===== src/rtl/x7seg_pkg.sv =====
// x7seg_pkg
// Shared definitions for the seven-segment scan driver.
//   SEG_BLANK, SEG_0..SEG_F : active-low segment patterns, bit 6 = a ... bit 0 = g
//   seg_of(nibble)          : hex nibble to active-low segment pattern
//   slot_width(ndig)        : width of the digit slot counter
//   pc_width(div)           : width of the prescaler counter
package x7seg_pkg;

    localparam logic [6:0] SEG_BLANK = 7'b1111111;

    localparam logic [6:0] SEG_0 = 7'b0000001;
    localparam logic [6:0] SEG_1 = 7'b1001111;
    localparam logic [6:0] SEG_2 = 7'b0010010;
    localparam logic [6:0] SEG_3 = 7'b0000110;
    localparam logic [6:0] SEG_4 = 7'b1001100;
    localparam logic [6:0] SEG_5 = 7'b0100100;
    localparam logic [6:0] SEG_6 = 7'b0100000;
    localparam logic [6:0] SEG_7 = 7'b0001111;
    localparam logic [6:0] SEG_8 = 7'b0000000;
    localparam logic [6:0] SEG_9 = 7'b0000100;
    localparam logic [6:0] SEG_A = 7'b0001000;
    localparam logic [6:0] SEG_B = 7'b1100000;
    localparam logic [6:0] SEG_C = 7'b0110001;
    localparam logic [6:0] SEG_D = 7'b1000010;
    localparam logic [6:0] SEG_E = 7'b0110000;
    localparam logic [6:0] SEG_F = 7'b0111000;

    // The slot counter needs at least one bit even for the smallest bank.
    function automatic int slot_width(input int ndig);
        return (ndig > 2) ? $clog2(ndig) : 1;
    endfunction

    function automatic int pc_width(input int div);
        return (div > 2) ? $clog2(div) : 1;
    endfunction

    function automatic logic [6:0] seg_of(input logic [3:0] nibble);
        logic [6:0] seg;
        case (nibble)
            4'h0: seg = SEG_0;
            4'h1: seg = SEG_1;
            4'h2: seg = SEG_2;
            4'h3: seg = SEG_3;
            4'h4: seg = SEG_4;
            4'h5: seg = SEG_5;
            4'h6: seg = SEG_6;
            4'h7: seg = SEG_7;
            4'h8: seg = SEG_8;
            4'h9: seg = SEG_9;
            4'hA: seg = SEG_A;
            4'hB: seg = SEG_B;
            4'hC: seg = SEG_C;
            4'hD: seg = SEG_D;
            4'hE: seg = SEG_E;
            default: seg = SEG_F;
        endcase
        return seg;
    endfunction

endpackage


===== src/rtl/x7seg_dec.sv =====
// x7seg_dec
// Combinational hex nibble to active-low seven-segment decoder.
//   nib : hex digit to show
//   seg : segments a..g, msb = a, active-low
module x7seg_dec
    import x7seg_pkg::*;
(
    input  logic [3:0] nib,
    output logic [6:0] seg
);

    assign seg = seg_of(nib);

endmodule


===== src/rtl/x7seg_scan.sv =====
// x7seg_scan
// Time-multiplexed hex display driver for a common-anode seven-segment bank.
// A pending copy of the value is captured on ld and promoted to the displayed
// copy only at frame boundaries, so a frame never mixes old and new digits.
//
// Parameters:
//   NDIG : digits scanned (2..8)
//   DIV  : cclk cycles per digit slot (2..2^20)
// Ports:
//   cclk   : system clock, rising edge
//   clr    : asynchronous active-high reset
//   x      : value to display, nibble i drives digit i (digit 0 rightmost)
//   ld     : one-cycle strobe capturing x and dp_in
//   dp_in  : per-digit decimal point request, 1 = lit
//   blank  : 1 = blank leading zero digits (digit 0 never blanked)
//   duty   : brightness 0..15 (only when X7SEG_DIM_EN is defined)
//   a_to_g : segments a..g, msb = a, active-low
//   an     : anode enables, active-low, at most one low
//   dp     : decimal point, active-low
//   frame  : one-cycle pulse when slot 0 of a new frame is shown
//
// Optional feature macro: X7SEG_DIM_EN adds the duty port and a PWM dimmer.
module x7seg_scan
    import x7seg_pkg::*;
#(
    parameter int NDIG = 4,
    parameter int DIV  = 1000
) (
    input  logic                cclk,
    input  logic                clr,
    input  logic [4*NDIG-1:0]   x,
    input  logic                ld,
    input  logic [NDIG-1:0]     dp_in,
    input  logic                blank,
`ifdef X7SEG_DIM_EN
    input  logic [3:0]          duty,
`endif
    output logic [6:0]          a_to_g,
    output logic [NDIG-1:0]     an,
    output logic                dp,
    output logic                frame
);

    localparam int SW  = slot_width(NDIG);
    localparam int PCW = pc_width(DIV);
    localparam logic [PCW-1:0] PC_LAST = PCW'(DIV - 1);
    localparam logic [SW-1:0]  S_LAST  = SW'(NDIG - 1);

    logic [PCW-1:0]    pc;
    logic [SW-1:0]     s;
    logic [4*NDIG-1:0] pend_x;
    logic [NDIG-1:0]   pend_dp;
    logic [4*NDIG-1:0] disp_x;
    logic [NDIG-1:0]   disp_dp;

    logic              tick;
    logic              commit;
    logic [NDIG-1:0]   nz_above;
    logic [NDIG-1:0]   en;
    logic [3:0]        sel_nib;
    logic              sel_dp;
    logic              sel_en;
    logic [NDIG-1:0]   an_sel;
    logic [6:0]        seg;
    logic              lit;

    assign tick   = (pc == PC_LAST);
    assign commit = tick && (s == S_LAST);

    // Prescaler and slot counter. The slot wraps explicitly so that
    // non-power-of-two banks never visit a nonexistent digit.
    always_ff @(posedge cclk or posedge clr) begin
        if (clr) begin
            pc <= '0;
            s  <= '0;
        end else begin
            if (tick) begin
                pc <= '0;
                if (s == S_LAST) begin
                    s <= '0;
                end else begin
                    s <= s + 1'b1;
                end
            end else begin
                pc <= pc + 1'b1;
            end
        end
    end

    // Pending and displayed copies. On a coinciding ld and commit, the
    // commit sees the old pending value because both update on the same edge.
    always_ff @(posedge cclk or posedge clr) begin
        if (clr) begin
            pend_x  <= '0;
            pend_dp <= '0;
            disp_x  <= '0;
            disp_dp <= '0;
        end else begin
            if (ld) begin
                pend_x  <= x;
                pend_dp <= dp_in;
            end
            if (commit) begin
                disp_x  <= pend_x;
                disp_dp <= pend_dp;
            end
        end
    end

    // A digit stays lit if any nibble at its position or above is nonzero,
    // so only true leading zeros are blanked.
    always_comb begin
        nz_above = '0;
        nz_above[NDIG-1] = |disp_x[4*NDIG-1 -: 4];
        for (int i = NDIG - 2; i >= 0; i--) begin
            nz_above[i] = nz_above[i+1] | (|disp_x[4*i +: 4]);
        end
        en    = nz_above | {NDIG{~blank}};
        en[0] = 1'b1;
    end

    // Select everything belonging to the current slot.
    always_comb begin
        sel_nib = 4'h0;
        sel_dp  = 1'b0;
        sel_en  = 1'b0;
        an_sel  = '1;
        for (int i = 0; i < NDIG; i++) begin
            if (s == SW'(i)) begin
                sel_nib   = disp_x[4*i +: 4];
                sel_dp    = disp_dp[i];
                sel_en    = en[i];
                an_sel[i] = 1'b0;
            end
        end
    end

    x7seg_dec u_dec (
        .nib (sel_nib),
        .seg (seg)
    );

`ifdef X7SEG_DIM_EN
    logic [3:0] pw;

    // Free-running PWM phase; the anode is on for duty+1 of every 16 cycles.
    always_ff @(posedge cclk or posedge clr) begin
        if (clr) begin
            pw <= 4'd0;
        end else begin
            pw <= pw + 4'd1;
        end
    end

    assign lit = sel_en && (pw <= duty);
`else
    assign lit = sel_en;
`endif

    // Registered pin drivers. frame is raised on the same edge that first
    // drives slot 0, which is when pc and s are both back at zero.
    always_ff @(posedge cclk or posedge clr) begin
        if (clr) begin
            a_to_g <= SEG_BLANK;
            an     <= '1;
            dp     <= 1'b1;
            frame  <= 1'b0;
        end else begin
            a_to_g <= sel_en ? seg : SEG_BLANK;
            dp     <= sel_en ? ~sel_dp : 1'b1;
            an     <= lit ? an_sel : '1;
            frame  <= (pc == '0) && (s == '0);
        end
    end

endmodule


===== config.mk =====
export PLATFORM = sky130hd
export DESIGN_NAME = x7seg_scan
export DESIGN_NICKNAME = d
export VERILOG_FILES = /design/src/rtl/x7seg_pkg.sv /design/src/rtl/x7seg_dec.sv /design/src/rtl/x7seg_scan.sv
export SDC_FILE = /design/constraint.sdc
export NUM_CORES = 1
export LEC_CHECK = 0
export CAP_MARGIN = 15
export CORE_MARGIN = 3
export CORE_UTILIZATION = 50
export CTS_CLUSTER_SIZE = 30
export DETAILED_ROUTE_END_ITERATION = 8
export GPL_ROUTABILITY_DRIVEN = 0
export PLACE_DENSITY = 0.77
export SLEW_MARGIN = 20
export SYNTH_ARGS = -nofsm -noshare
export SYNTH_HDL_FRONTEND = slang
export SYNTH_SLANG_ARGS = --single-unit

===== constraint.sdc =====
create_clock -name cclk -period 3.9 [get_ports cclk]
set_clock_uncertainty 0.2 [all_clocks]
set_input_delay 0.39 -clock cclk [delete_from_list [all_inputs] [get_ports cclk]]
set_output_delay 0.39 -clock cclk [all_outputs]
set_load 0.005 [all_outputs]

==> summary.md <==
| Metric | Value |
|---|---|
| Status | `finished, final reports clean` |
| Compound-gate portion of the synthesized area | `0.0896` |
| Setup TNS | `0 ns` |
| I/O Buffers | `36` |
| TritonCTS Buffers | `9` |
| Layout cells sized above 1 | `0.195` |
| Final Critical Period | `2.63 ns` |
| Die Y | `between 80 and 90 um` |
| I/O Pins | `37` |
| Ant diodes | `0` |
| Final setup fails | `0` |
| Power, Total | `about 1.3 mW` |
| Peak supply drop | `between 0.0003 and 0.0004 V` |
| Worst Setup SP | `s[1]` |
| HPWL Detailed | `between 3 and 4 mm` |
| Remaining global-route overflow | `0` |
| Worst skew pair latency | `between 0.3 and 0.4 ns` |
| Lkg Pwr | `between 1.5 and 2 nW` |
| GRT Util Overall | `0.168` |
| CTS resizes | `0` |
| Core area | `around 0.0057 mm^2` |
| Worst-Margin Slew | `~0.88 ns` |
| Pin count of the biggest net entering global routing | `35` |
| Area leader, netlist | `dfrtp_1` |
| Clock-pin slew on the worst setup and hold paths | `0.07 ns` |
| Final Cycle Share | `0.673` |
| Worst setup path endpoint | `a_to_g[3]` |
| Slew Viols, Final | `0` |
| Gr busiest metal | `met2` |
| Simple logic cell fraction of the synthesized area | `0.117` |
| TritonCTS clock tree | `built` |
| Main combinational cell family by area after synthesis | `multiplexers` |
| Die area | `between 0.007 and 0.008 mm^2` |
| Mapped Area | `0.00303 mm^2` |
| Rows | `27` |
| Mux contribution to synthesized area | `0.152` |
| DIE WIDTH | `about 84 um` |
| XOR/XNOR Fraction of Synth Area | `0.0144` |
| WP data required | `about 4.0 ns` |
| #FFs+latches synth | `65` |
| Post-layout nets | `around 320` |
| Crit. End Element | `flip-flop` |
| DRT Pass-1 Iters | `4` |
| Synth cell types | `46` |
| First-pass GRT wire length | `around 9.4 mm` |
| Max-cap violations | `0` |
| Synthesis warning total | `0` |
| Clk root buf | `clkbuf_8` |
| Slack of the worst reg-to-reg path | `approximately 1.3 ns` |
| Startpoint Class | `flip-flop` |
| Vias/cell | `around 5.4` |
| Hold Violations, Final | `0` |
| Synth async-reset ratio | `1.00` |
| Final non-filler cell total | `~360` |
| CP max FO | `13` |
| Initial DRC count | `89` |
| WL/cell | `approximately 14 um` |
| Synth Area in Adders | `0.0495` |
| H-tree levels | `3` |
| Initial Util | `0.534` |
| HP Class | `in2async` |
| Rel. slew slack | `0.414` |
| Sequential share of the synthesized area | `0.541` |
| Mapped Cells | `between 200 and 250` |
| Final core area utilization | `0.639` |
| Via Count | `approximately 2000` |
| Initial antenna violation count | `0` |
| Maximum clock path buffer count | `2` |
| Met3 global-route usage | `0.0513` |
| DRT Wirelength | `between 5 and 6 mm` |
| Worst R2R End | `a_to_g[3]` |
| R2R depth | `9` |
| Synth Net Count | `roughly 290` |
| Worst Path Arrival | `~2.7 ns` |
| Global Route met1 Usage | `0.209` |
| Sink Count | `65` |
| Most common library cells after synthesis | `53 x dfrtp_1, 26 x nand2_1, 20 x mux2_1, 20 x mux2_2` |
| Post-CTS setup buffers | `0` |
| Critical path class | `reg2reg` |
| Synth Flop Type | `dfrtp_1` |
| Number of synthesized flops with an enable pin | `0` |
| # hold bufs at CTS | `0` |
| Most numerous cell in the Yosys netlist | `dfrtp_1` |
| Synth area leaders | `dfrtp_1 44%, dfstp_2 10%, mux2_1 7.4%` |
| Final ANT Viol Nets | `0` |
| Met2 GRT Util | `0.270` |
| Power Dens Cells | `between 300 and 400 mW/mm^2` |
| Vias in the first global route | `around 2000` |
| FMAX | `approximately 380 MHz` |
| Placed cell count | `between 300 and 400` |
| FF-to-FF Start | `s[1]` |
| # DRC | `0` |
| RSZ-0062 raised after global routing | `false` |
| Average size of a mapped cell | `between 10 and 15 um^2` |
| Layout overhead on the synthesized area | `19.6%` |
| Area share of the leading cell type in the synthesized netlist | `0.437` |
where the power goes:
group | internal [mW] | switching (mW)
Clock | 0.307 | 0.248
Combinational | 0.0393 | 0.0237
Sequential | 0.696 | 0.00973
cells by family (layout without fill, tap and decap cells):
logic type	count (synthesis)	in the layout
and+or+nand+nor	70	70
DFF	65	65
adders and majority gates	12	12
xor gates and xnor gates	5	5
AOI/OAI and AO/OA	34	34
muxes	41	41
buffers and inverters	22	65
registers in the layout, indices dropped and copies added, names as in the netlist, 2 cells and up:
name and cells:
pc 10, disp_dp 4, an 4, s 2
pend_dp 4, a_to_g 7, disp_x 16, pend_x 16
critical path, cell delays in order, from the launching register on:
cell and delay, ns:
dfrtp_1 0.40, inv_1 0.11, ha_1 0.44, a211oi_1 0.19
a221oi_4 0.39, inv_1 0.17, ha_1 0.32, a21oi_1 0.13
a32o_1 0.14, nand2_1 0.05
layout by cell type, fill, tap and decap left out, types with 8 or more instances in the layout:
cell / count
nand2_1: 26
clkdlybuf4s50_1: 36
clkbuf_8: 10
dfstp_2: 12
mux2_2: 20
ha_1: 12
a21oi_1: 8
nor2_1: 12
dfrtp_1: 53
inv_1: 10
mux2_1: 20
cell type report:
type / instances / area (um^2)
repair buffers: 38 / 375
flip-flops and latches: 65 / 1640
clock inverters: 5 / 56.3
clock buffers: 10 / 138
well taps: 72 / 90.1
inverters: 12 / 45.0
fillers: 478 / 2050
multi-input cells: 162 / 1280
per-stage QoR:
step | cell area, um^2 | setup slack [ns] | hold WS (ns)
after CTS | 3630 | 1.27 | 0.290
after global routing | 3630 | 1.05 | 0.305
final | 3630 | 1.27 | 0.269
after detailed placement | 3430 | 1.28 | 0.274
after global placement | 3430 | 1.39 | 0.266
after floorplan | 3030 | 1.63 | 0.254
worst min path at each step:
stage	slack, ns	to	from
global route	0.30	disp_x[9]	pend_x[9]
finish	0.27	pc[1]	clr
CTS	0.29	pend_x[5]	clr
floorplan	0.25	disp_dp[0]	pend_dp[0]
detailed placement	0.27	disp_x[0]	pend_x[0]
global placement	0.27	disp_x[0]	pend_x[0]
per-layer routing:
layer	wire length, um	up-vias
met4	109	0
met3	251	17
met2	2410	47
li1	-	952
met1	2490	938
met5	0	-
(Power assumes the default switching activity.)
